$ cat config.mk
export PLATFORM = sky130hd
export DESIGN_NAME = pipe_hazard_unit
export DESIGN_NICKNAME = d
export VERILOG_FILES = /design/src/rtl/pipe_hazard_unit.sv
export SDC_FILE = /design/constraint.sdc
export NUM_CORES = 1
export LEC_CHECK = 0
export ABC_AREA = 1
export CAP_MARGIN = 10
export CORE_ASPECT_RATIO = 0.5
export CORE_MARGIN = 2
export CORE_UTILIZATION = 45
export CTS_CLUSTER_SIZE = 8
export DETAILED_ROUTE_END_ITERATION = 10
export GPL_ROUTABILITY_DRIVEN = 0
export HOLD_SLACK_MARGIN = 0.06
export PLACE_DENSITY_LB_ADDON = 0.1
export SETUP_SLACK_MARGIN = 0.4
export SYNTH_ARGS = -nofsm -noshare
export SYNTH_HDL_FRONTEND = slang
export SYNTH_SLANG_ARGS = --single-unit
$ cat constraint.sdc
create_clock -name clk -period 2.2 [get_ports clk]
set_input_delay 0.44 -clock clk [delete_from_list [all_inputs] [get_ports clk]]
set_output_delay 0.44 -clock clk [all_outputs]
set_load 0.02 [all_outputs]
$ cat src/rtl/pipe_hazard_unit.sv
// pipe_hazard_unit
// Hazard and forwarding controller for a five-stage (IF/ID/EX/MEM/WB) pipeline.
// Keeps a shadow copy of the EX/MEM/WB destination info and derives stalls,
// flushes and operand-forwarding selects from it.
//
// Ports
//   clk, reset             clock, asynchronous active-high reset
//   id_valid               ID stage holds a real instruction
//   id_rs1_addr/_used      ID source 1 address / source actually read
//   id_rs2_addr/_used      ID source 2 address / source actually read
//   id_rd_addr             ID destination register
//   id_rf_wen, id_is_load  ID writes the register file / value comes from memory
//   ex_jump_flag           EX instruction redirects the PC
//   stall                  hold PC and IF/ID (combinational)
//   flush_if_id            bubble IF/ID (combinational)
//   flush_id_ex            bubble ID/EX (combinational)
//   fwd_a_sel, fwd_b_sel   EX operand source: 0 ID/EX, 1 EX/MEM, 2 MEM/WB (registered)
//   id_wb_fwd_a/_b         ID must bypass the register file from the WB value (combinational)
//   stall_cnt, flush_cnt   saturating event counters (registered)
module pipe_hazard_unit #(
  parameter int unsigned REG_ADDR_W = 5,
  parameter bit          FWD_EN     = 1'b1,
  parameter int unsigned CNT_W      = 16
) (
  input  logic                  clk,
  input  logic                  reset,
  input  logic                  id_valid,
  input  logic [REG_ADDR_W-1:0] id_rs1_addr,
  input  logic [REG_ADDR_W-1:0] id_rs2_addr,
  input  logic                  id_rs1_used,
  input  logic                  id_rs2_used,
  input  logic [REG_ADDR_W-1:0] id_rd_addr,
  input  logic                  id_rf_wen,
  input  logic                  id_is_load,
  input  logic                  ex_jump_flag,
  output logic                  stall,
  output logic                  flush_if_id,
  output logic                  flush_id_ex,
  output logic [1:0]            fwd_a_sel,
  output logic [1:0]            fwd_b_sel,
  output logic                  id_wb_fwd_a,
  output logic                  id_wb_fwd_b,
  output logic [CNT_W-1:0]      stall_cnt,
  output logic [CNT_W-1:0]      flush_cnt
);

  localparam logic [CNT_W-1:0] CNT_MAX = '1;

  typedef struct packed {
    logic                  valid;
    logic [REG_ADDR_W-1:0] rd;
    logic                  rf_wen;
    logic                  is_load;
  } shadow_t;

  shadow_t ex_q, mem_q, wb_q;
  shadow_t id_entry;

  logic ex_hit_a, ex_hit_b, mem_hit_a, mem_hit_b;
  logic hazard, jump, issue;
  logic [1:0] sel_a_d, sel_b_d;

  // A shadow entry produces the value a source reads; x0 never produces.
  function automatic logic hit(input shadow_t e, input logic [REG_ADDR_W-1:0] addr,
                               input logic used);
    return e.valid && e.rf_wen && (e.rd != '0) && (e.rd == addr) && used;
  endfunction

  // Hazard detection, jump priority and forwarding-select decode.
  always_comb begin
    ex_hit_a    = hit(ex_q,  id_rs1_addr, id_rs1_used);
    ex_hit_b    = hit(ex_q,  id_rs2_addr, id_rs2_used);
    mem_hit_a   = hit(mem_q, id_rs1_addr, id_rs1_used);
    mem_hit_b   = hit(mem_q, id_rs2_addr, id_rs2_used);
    id_wb_fwd_a = hit(wb_q,  id_rs1_addr, id_rs1_used);
    id_wb_fwd_b = hit(wb_q,  id_rs2_addr, id_rs2_used);

    // Without forwarding every in-flight producer ahead of WB must drain.
    if (FWD_EN) hazard = id_valid && (ex_hit_a || ex_hit_b) && ex_q.is_load;
    else        hazard = id_valid && (ex_hit_a || ex_hit_b || mem_hit_a || mem_hit_b);

    // A jump squashes the stalled instruction anyway, so it overrides the stall.
    jump        = ex_jump_flag && ex_q.valid;
    stall       = hazard && !jump;
    flush_if_id = jump;
    flush_id_ex = hazard || jump;
    issue       = id_valid && !flush_id_ex;

    id_entry = '{valid: 1'b1, rd: id_rd_addr, rf_wen: id_rf_wen, is_load: id_is_load};

    // Youngest producer wins; a load in EX is never forwarded from EX/MEM.
    sel_a_d = 2'd0;
    sel_b_d = 2'd0;
    if (FWD_EN && issue) begin
      if (ex_hit_a && !ex_q.is_load) sel_a_d = 2'd1;
      else if (mem_hit_a)            sel_a_d = 2'd2;
      if (ex_hit_b && !ex_q.is_load) sel_b_d = 2'd1;
      else if (mem_hit_b)            sel_b_d = 2'd2;
    end
  end

  // Shadow pipeline, registered selects and saturating counters.
  always_ff @(posedge clk or posedge reset) begin
    if (reset) begin
      ex_q      <= '0;
      mem_q     <= '0;
      wb_q      <= '0;
      fwd_a_sel <= 2'd0;
      fwd_b_sel <= 2'd0;
      stall_cnt <= '0;
      flush_cnt <= '0;
    end else begin
      wb_q      <= mem_q;
      mem_q     <= ex_q;
      ex_q      <= issue ? id_entry : '0;
      fwd_a_sel <= sel_a_d;
      fwd_b_sel <= sel_b_d;
      if (stall && (stall_cnt != CNT_MAX))       stall_cnt <= stall_cnt + CNT_W'(1);
      if (flush_if_id && (flush_cnt != CNT_MAX)) flush_cnt <= flush_cnt + CNT_W'(1);
    end
  end

endmodule

==> impl_metrics.py, run 1 <==
metrics = {
    "die": {
        "rows": 20,
        "initial_core_util_pct": 48.0,
        "dieWidth_um": 120,
        "io_pins": 64,
        "die-area_sq_um": 7390,
        "core_sq_um": 6260,
        "die_height_um": 61.8,
    },
    "clocking": {
        "clock-sinks": 58,
        "clock-root-buffer": "clkbuf_16",
        "clk_pin_slew_worst_paths_ps": 50,
        "htree_levels": 3,
        "clk_latency_ps": 330,
        "cts.path.max_buffers": 2,
        "numCtsBuffers": 9,
        "cts_tree": "yes",
    },
    "timing": {
        "skew_ps": 8.13,
        "period_share_pct": 90.5,
        "report.final.slew_viol_count": 0,
        "rsz0062_at_grt": "true",
        "setup_viol_count_final": 0,
        "worst_slew_pin_slew_ps": 416,
        "max_freq_mhz": 503,
        "relSlewSlack_pct": 72.0,
        "finalHoldViolCount": 0,
        "post-route-min-period_ps": 1990,
    },
    "detailed_routing": {
        "drt-initial-drc-count": 117,
        "drc": 0,
        "final_antenna_net_count": 0,
        "routed_via_density": 4.78,
        "wl_per_cell_um": 13.3,
        "wl_um": 7650,
        "dr_total_vias": 2741,
        "first_pass_iters": 5,
    },
    "global_routing": {
        "gr-total-overflow": 0,
        "grt_max_degree": 59,
        "grt_util_all_layers_pct": 21.9,
        "grt_first_pass_wirelength_um": 12100,
        "antenna_found_initial": 0,
        "grt_pass1_vias": 2547,
    },
    "worst_setup_path": {
        "critPathArrivalTime_ps": 1550,
        "r2r_cells": 15,
        "cpPeakStageDelay_ps": 420,
        "crit_type": "flop to primary output",
        "cp.required_ps": 1760,
        "start_kind": "flop",
        "end_kind": "primary output",
        "r2r_slack_ps": 360,
        "path_max_fanout": 4,
        "path_cells": "inv_2 > nand2_1 > nand2_1 > nand2_1 > nor2_1 > nand3_2 > nand2_4 > nand2_2 > nand2_2 > buf_6",
        "slowest_stage": "dfrtp_1",
        "r2r-end": "stall_cnt[6]",
        "r2r_start": "ex_q[6]",
        "cpMostUsedCell": "nand2_1",
    },
    "placement": {
        "dp.cells": 550,
        "io_buffers": 63,
        "hpwl_um": 5360,
    },
    "cells_and_area": {
        "final_cells": 574,
        "area.growth.synth_to_final_pct": 46.7,
        "antenna_cells": 0,
        "layout_commonest_cell": "nand2_1",
        "drive_gt1_share_pct": 21.4,
        "layout.nets": 506,
        "layout_common_cells": "105 x nand2_1, 53 x dfrtp_1, 45 x nor2_1, 40 x inv_1, 34 x dlygate4sd2_1",
    },
    "logic_synthesis": {
        "ys_seq_area_share_pct": 48.3,
        "netlist_instances": 376,
        "synth_cell_types": 27,
        "ys_ff_latch": 58,
        "avgSynthCellArea_sq_um": 7.99,
        "syn-num-nets": 401,
        "synth_warnings": 0,
        "synthesis.area_sq_um": 3010,
    },
    "hold_path": {
        "whs_path_depth": 0,
        "hold_path_class": "flop to flop",
        "hold_path_end": "mem_q[1]",
        "min-delay-start": "ex_q[1]",
    },
    "power_and_ir_drop": {
        "p_leak_nw": 2.37,
        "vdd.ir_drop.worst_v": 0.000622,
        "p_per_area_nw_per_um2": 675,
        "total_power_w": 0.00297,
    },
    "flow_run": {
        "drv_cap": 0,
    },
    "status": {
        "status": "finished, final reports clean",
    },
}
## flip-flops by register name (all words and copies together), names as in the netlist
| signal | count |
|---|---|
| flush_cnt | 16 |
| stall_cnt | 16 |
| ex_q | 8 |
| mem_q | 7 |
| wb_q | 7 |
| fwd_a_sel | 2 |
| fwd_b_sel | 2 |
## routing by layer
layer,wire length [um],GRT usage [%]
met1,3520,27.7
met2,3560,35.3
met3,438,8.30
met4,127,8.57
met5,0,0
## synthesized netlist by cell type
cell | number | area [sq um]
dfrtp_1 | 58 | 1450
nor2_1 | 48 | 180
nor3_1 | 8 | 40.0
o21ai_0 | 5 | 25.0
nand2_2 | 2 | 12.5
xnor2_1 | 17 | 149
o22ai_1 | 1 | 6.26
a21oi_1 | 5 | 25.0
xor2_1 | 22 | 193
o21ai_1 | 1 | 5.00
nor2_4 | 1 | 11.3
buf_2 | 1 | 5.00
inv_2 | 3 | 11.3
nor4_1 | 3 | 18.8
nand4_2 | 1 | 12.5
nand3_2 | 3 | 30.0
nand3b_1 | 1 | 7.51
ha_1 | 2 | 25.0
inv_1 | 46 | 173
a21boi_1 | 1 | 7.51
nand4_1 | 7 | 43.8
a211oi_1 | 1 | 7.51
buf_6 | 1 | 11.3
nand3_1 | 18 | 90.1
o211ai_1 | 1 | 7.51
o2111ai_1 | 2 | 17.5
nand2_1 | 117 | 439
## where the power goes
| group | leakage (nW) | internal [W] | switching [W] |
|---|---|---|---|
| combinational | 1.46 | 0.000190 | 0.000224 |
| sequential | 0.769 | 0.00113 | 0.0000774 |
| clock | 0.142 | 0.000866 | 0.000482 |
| total | 2.37 | 0.00219 | 0.000784 |
## area by class of cell
cell class / instances / area [sq um]
sequential: 58 / 1460
fill: 545 / 1850
clock inverter: 6 / 57.6
multi-input combinational: 267 / 1500
clock buffer: 10 / 229
inverter: 49 / 188
tap: 88 / 110
timing repair buffer: 96 / 867
## worst max-delay path: cells and delay by family (launching register included)
| family | cells | cell delay [ps] |
|---|---|---|
| simple gates | 8 | 610 |
| flops | 1 | 420 |
| buf+inv | 2 | 200 |
## kinds of logic (layout without fill, tap and decap cells)
logic type / count (synthesis) / count (layout) / share of synthesized area (%)
adders and majority gates: 2 / 2 / 0.833
xor gates and xnor gates: 39 / 39 / 11.4
and+or+nand+nor: 209 / 209 / 29.5
buffers and inverters: 51 / 161 / 6.66
DFF: 58 / 58 / 48.3
AOI/OAI and AO/OA: 17 / 17 / 3.37
## how the worst max path moves through the flow
| stage | start | to | slack [ps] | cells past startpoint |
|---|---|---|---|---|
| 3_3_place_gp | id_rs1_addr[0] | stall | -530 | 10 |
| 6_report | ex_q[6] | flush_id_ex | 210 | 10 |
| 3_5_place_dp | id_rs1_addr[2] | id_wb_fwd_a | -530 | 6 |
| 4_1_cts | ex_q[6] | stall | 170 | 10 |
| 5_1_grt | ex_q[6] | flush_id_ex | 90 | 10 |
| 2_1_floorplan | id_rs1_addr[2] | id_wb_fwd_a | 440 | 3 |
## what timing repair did
item / 4_1_cts / 5_1_grt
pin swaps: 9 / 16
resized for setup: 85 / 43
cloned: 0 / 0
buffers inserted: 3 / 5
hold buffers: 0 / 0
endpoints found under the setup margin: 53 / 27
## stage by stage
stage / hold WS, ps / worst slack, ps / utilization (%) / area [sq um] / TNS [ps]
2_1_floorplan: 354 / 442 / - / 3010 / 0
3_3_place_gp: 363 / -528 / 63.1 / 3950 / -1990
3_5_place_dp: 365 / -531 / 63.1 / 3950 / -2180
4_1_cts: 380 / 172 / 68.0 / 4250 / 0
5_1_grt: 398 / 89.1 / 70.5 / 4410 / 0
6_report: 378 / 210 / 70.5 / 4410 / 0
Power figures use the tool's default switching activity.
==> inputs of run 2 (changes only) <==
Settings changed: CTS_BUF_LIST set to sky130_fd_sc_hd__clkbuf_4.
==> run 2 against run 1 <==
Against the previous run: worst hold slack gained 9.7 ps; via count down 0.11%; cell count is 1.2% higher; combinational power down 3%.
==> impl_metrics.py, run 2 (synthesis results as in run 1) <==
metrics = {
    "cells_and_area": {
        "seq_area_sq_um": 1460,
        "top_regs": "flush_cnt (16), stall_cnt (16), ex_q (8)",
        "multi_input_area_sq_um": 1490,
        "fill_cells": 571,
        "antenna_cells": 0,
        "final_core_util_pct": 68.5,
        "drive_gt1_share_pct": 23.1,
        "layout_common_cells": "101 x nand2_1, 49 x dfrtp_1, 47 x dlygate4sd2_1, 44 x nor2_1, 41 x inv_1",
        "layout.nets": 513,
        "area.growth.synth_to_final_pct": 42.6,
        "layout_commonest_cell": "nand2_1",
    },
    "placement": {
        "hpwl_um": 5360,
        "io_buffers": 63,
    },
    "clocking": {
        "clock-root-buffer": "clkbuf_4",
        "cts_tree": "yes",
        "htree_levels": 3,
        "clk_latency_ps": 420,
        "numCtsBuffers": 9,
        "clock-sinks": 58,
        "hold_buffers": 0,
        "cts.path.max_buffers": 2,
        "clk_pin_slew_worst_paths_ps": 100,
    },
    "timing": {
        "post-route-min-period_ps": 2150,
        "setup_viol_count_final": 0,
        "rsz0062_at_grt": "true",
        "period_share_pct": 97.8,
        "worst_slew_pin_slew_ps": 419,
        "max_freq_mhz": 465,
        "relSlewSlack_pct": 71.8,
        "skew_ps": 11.2,
        "finalHoldViolCount": 0,
        "report.final.slew_viol_count": 0,
    },
    "worst_setup_path": {
        "critPathTopFamily": "buffers and inverters",
        "r2r_start": "ex_q[6]",
        "start_kind": "primary input",
        "r2r-end": "fwd_b_sel[1]",
        "path_cells": "clkdlybuf4s50_1 > inv_1 > a21oi_1 > nand2_1 > nor2_2 > nand3_2 > nand2_4 > nand2_2 > nand2_2 > buf_6",
        "cpPeakStageDelay_ps": 480,
        "slowest_stage": "clkdlybuf4s50_1",
        "critPathArrivalTime_ps": 1710,
        "cp.required_ps": 1760,
        "crit_type": "primary input to primary output",
        "cp_num_cells": 10,
        "crit_start": "id_rs1_used",
        "endpoint": "flush_id_ex",
        "r2r_slack_ps": 90,
        "end_kind": "primary output",
        "critPathBufInv": 3,
        "cpMostUsedCell": "nand2_2",
        "r2r_cells": 16,
        "path_max_fanout": 3,
    },
    "die": {
        "die_height_um": 61.8,
        "dieWidth_um": 120,
        "initial_core_util_pct": 48.0,
        "io_pins": 64,
        "rows": 20,
        "die-area_sq_um": 7390,
        "core_sq_um": 6260,
    },
    "detailed_routing": {
        "wl_um": 7620,
        "routed_via_density": 4.71,
        "first_pass_iters": 4,
        "dr_total_vias": 2738,
        "met1Wirelength_um": 3560,
        "drt-initial-drc-count": 177,
        "route.met2.wl_um": 3470,
        "drc": 0,
        "dr.max_layer_used": "met4",
        "wl_met3_um": 401,
        "wl_per_cell_um": 13.1,
        "final_antenna_net_count": 0,
    },
    "power_and_ir_drop": {
        "combinationalPowerShare_pct": 16.9,
        "total_power_w": 0.00236,
        "p_leak_nw": 2.28,
        "switching_power_w": 0.000704,
        "power.internal_w": 0.00166,
        "vdd.ir_drop.worst_v": 0.000711,
        "p_per_area_nw_per_um2": 551,
        "pwr-share-clk_pct": 32.1,
        "seqPwrFrac_pct": 51.0,
        "power_switching_share_pct": 29.8,
    },
    "global_routing": {
        "gr-total-overflow": 0,
        "grt_first_pass_wirelength_um": 12100,
        "grt_pass1_vias": 2570,
        "antenna_found_initial": 0,
        "grt_max_degree": 59,
        "grt_util_all_layers_pct": 22.0,
    },
    "hold_path": {
        "hold_path_class": "flop to flop",
    },
    "status": {
        "status": "finished, final reports clean",
    },
    "flow_run": {
        "drv_cap": 0,
    },
}
run 2: final cells by class:
type                       count  area share, %
clock buffer                  10           1.75
clock inverter                 6           1.34
inverter                      49           4.38
multi-input combinational    267           34.6
sequential                    58           34.1
tap                           88           2.57
timing repair buffer         103           21.2
run 2: worst reg2reg max path: cells and delay by family (launching register included):
kind,cells,cell delay (ps)
buf+inv,8,970
simple gates,8,650
flops,1,430
run 2: worst min path at each step:
stage                         from       end  slack [ps]  cells after the start
after floorplan            ex_q[1]  mem_q[1]         350                      0
after global placement     ex_q[1]  mem_q[1]         360                      0
after detailed placement  mem_q[1]   wb_q[1]         370                      0
after CTS                 mem_q[1]   wb_q[1]         390                      0
after global routing      mem_q[1]   wb_q[1]         420                      0
final                     mem_q[1]   wb_q[1]         390                      0
run 2: per-layer routing:
metal / track usage (%) / vias up
met1: 27.8 / 1262
met2: 34.6 / 71
met5: 0 / -
met4: 10.1 / 0
met3: 8.21 / 16
li1: - / 1389
run 2: stage by stage:
| stage | hold slack, ps | cell area [sq um] | TNS, ps | instances | setup slack [ps] |
|---|---|---|---|---|---|
| 2_1_floorplan | 354 | 3010 | 0 | 376 | 442 |
| 3_3_place_gp | 363 | 3950 | -1990 | 550 | -528 |
| 3_5_place_dp | 365 | 3950 | -2180 | 550 | -531 |
| 4_1_cts | 391 | 4110 | 0 | 577 | 49.6 |
| 5_1_grt | 416 | 4290 | -123 | 581 | -44.5 |
| 6_report | 388 | 4290 | 0 | 581 | 49.4 |
run 2: what timing repair did:
action | 4_1_cts | 5_1_grt
setup buffers | 11 | 4
pin swaps | 4 | 14
cloned | 0 | 0
setup endpoints to repair | 41 | 28
resized for setup | 79 | 48
run 2: power by group through the flow:
stage | Sequential (W) | Clock [W] | Combinational (W)
floorplan | 0.00126 | 0 | 0.000160
global route | 0.00122 | 0.000849 | 0.000440
detailed placement | 0.00122 | 0 | 0.000420
global placement | 0.00122 | 0 | 0.000413
finish | 0.00120 | 0.000759 | 0.000400
CTS | 0.00120 | 0.000785 | 0.000393
==> inputs of run 3 (changes only) <==
Settings changed: CTS_CLUSTER_DIAMETER set to 40, GPL_TIMING_DRIVEN set to 0, REMOVE_ABC_BUFFERS set to 1.
==> run 3 against run 2 <==
Against the previous run: fmax grew 3.4%; worst hold slack lost 44 ps; largest cell class unchanged; non-clock buffer count shrank 26; die area is the same; critical endpoint is now stall; sequential power is essentially flat; critical path type is now flop to primary output; first-iteration DRC count grew 5.1%; wire length shrank 6.3%; clock power shrank 1%; flip-flop and latch count is the same; via count shrank 1.4%; combinational power grew 3%.
==> impl_metrics.py, run 3 (synthesis results as in run 1) <==
metrics = {
    "detailed_routing": {
        "final_antenna_net_count": 0,
        "drt-initial-drc-count": 186,
        "dr_total_vias": 2700,
        "drc": 0,
        "wl_um": 7140,
        "routed_via_density": 4.86,
        "first_pass_iters": 4,
        "wl_per_cell_um": 12.9,
    },
    "die": {
        "io_pins": 64,
        "rows": 20,
        "die_height_um": 61.8,
        "die-area_sq_um": 7390,
        "core_sq_um": 6260,
        "initial_core_util_pct": 48.0,
        "dieWidth_um": 120,
    },
    "flow_run": {
        "drv_cap": 0,
    },
    "clocking": {
        "htree_levels": 3,
        "numCtsBuffers": 9,
        "cts.path.max_buffers": 2,
        "clk_latency_ps": 410,
        "hold_buffers": 0,
        "cts_tree": "yes",
        "clk_pin_slew_worst_paths_ps": 100,
        "clock-root-buffer": "clkbuf_4",
        "clock-sinks": 58,
    },
    "power_and_ir_drop": {
        "vdd.ir_drop.worst_v": 0.000504,
        "p_per_area_nw_per_um2": 591,
        "power.internal_w": 0.00167,
        "power_switching_share_pct": 30.0,
        "switching_power_w": 0.000715,
        "combinationalPowerShare_pct": 17.3,
        "pwr-share-clk_pct": 31.4,
        "p_leak_nw": 2.19,
        "seqPwrFrac_pct": 51.3,
    },
    "timing": {
        "relSlewSlack_pct": 71.3,
        "skew_ps": 16.9,
        "post-route-min-period_ps": 2080,
        "max_freq_mhz": 481,
        "period_share_pct": 94.6,
        "worst_slack_ps": 119,
        "finalHoldViolCount": 0,
        "report.final.slew_viol_count": 0,
        "hold_slack_ps": 343,
        "worst_slew_pin_slew_ps": 430,
        "setup_viol_count_final": 0,
        "rsz0062_at_grt": "true",
    },
    "worst_setup_path": {
        "end_kind": "primary output",
        "path_cells": "inv_2 > nand2_1 > nand2_1 > nand2_1 > nor2_1 > nand3_2 > nand2_4 > nand3_4 > inv_2 > buf_6",
        "start_kind": "flop",
        "crit_type": "flop to primary output",
        "cpPeakStageDelay_ps": 430,
        "slowest_stage": "dfrtp_1",
        "cp.required_ps": 1760,
        "cpMostUsedCell": "nand2_1",
        "critPathArrivalTime_ps": 1640,
        "r2r_slack_ps": 340,
        "path_max_fanout": 4,
    },
    "cells_and_area": {
        "layout.nets": 487,
        "area.growth.synth_to_final_pct": 34.2,
        "layout_commonest_cell": "nand2_1",
        "final_core_util_pct": 64.5,
        "drive_gt1_share_pct": 13.9,
        "layout_common_cells": "113 x nand2_1, 55 x dfrtp_1, 48 x nor2_1, 47 x dlygate4sd2_1, 40 x inv_1",
        "antenna_cells": 0,
        "top_regs": "flush_cnt (16), stall_cnt (16), ex_q (8)",
        "fill_cells": 562,
    },
    "placement": {
        "io_buffers": 63,
        "dp_slack_ps": -643,
        "hpwl_um": 5020,
    },
    "global_routing": {
        "grt_max_degree": 41,
        "grt_pass1_vias": 2422,
        "grt_first_pass_wirelength_um": 11100,
        "gr-total-overflow": 0,
        "antenna_found_initial": 0,
        "grt_util_all_layers_pct": 19.7,
    },
    "status": {
        "status": "finished, final reports clean",
    },
    "hold_path": {
        "hold_path_class": "primary input to asynchronous set/reset pin",
    },
}
run 3: cell types whose count changed in the layout (fill, tap and decap cells not counted), moves of 3 or more:
cell,before,now
buf_4,36,13
nand2_2,16,2
nand2_1,101,113
dfrtp_1,49,55
dfrtp_2,9,3
nor2_1,44,48
nor2_2,3,0
run 3: final timing paths:
check                              from      endpoint  cells after the start
max                             ex_q[6]         stall                     10
min                               reset  stall_cnt[3]                      2
max reg2reg                stall_cnt[0]  stall_cnt[5]                      9
min reg2reg                     ex_q[1]      mem_q[1]                      0
max in group asynchronous         reset       ex_q[4]                      3
min in group clk                ex_q[1]      mem_q[1]                      0
run 3: routing by layer:
metal,track usage [%],part of all wire [%],wire [um],vias up
met5,0,0,0,-
met4,5.04,1.2,88,0
met3,6.93,5.9,420,12
met2,33.3,46,3280,93
met1,25.1,47,3350,1247
li1,-,-,-,1348
run 3: area by class of cell:
class                   instances  area, sq um  area share [%]
repair buffers                 77          686            17.0
flip-flops and latches         58         1460            36.1
well taps                      88          110            2.73
clock buffers                  10         75.1            1.86
inverters                      49          188            4.65
multi-input cells             267         1460            36.2
clock inverters                 6         57.6            1.43
run 3: critical path: cells and delay by family (launching register included):
kind          cells  cell delay (ps)
simple gates      7              580
buf+inv           3              240
flops             1              430
run 3: per-stage QoR:
step | cells | TNS (ps) | area [sq um] | power, W
2_1_floorplan | 374 | 0 | 2990 | 0.00142
3_3_place_gp | 525 | -43880 | 3730 | 0.00160
3_5_place_dp | 526 | -3580 | 3750 | 0.00161
4_1_cts | 546 | 0 | 3880 | 0.00234
5_1_grt | 555 | -53.2 | 4030 | 0.00251
6_report | 555 | 0 | 4030 | 0.00238
run 3: power groups by stage:
stage                     combinational, W  sequential [W]  clock, W
after floorplan                   0.000160         0.00126         0
after global placement            0.000381         0.00122         0
after detailed placement          0.000392         0.00122         0
after CTS                         0.000361         0.00120  0.000774
after global routing              0.000452         0.00124  0.000826
final                             0.000413         0.00122  0.000748
run 3: timing repair:
action | 4_1_cts | 5_1_grt
endpoints found under the setup margin | 56 | 30
buffers inserted | 4 | 9
endpoints found under the hold margin | 0 | 0
pin swaps | 2 | 5
gates resized for setup | 85 | 21
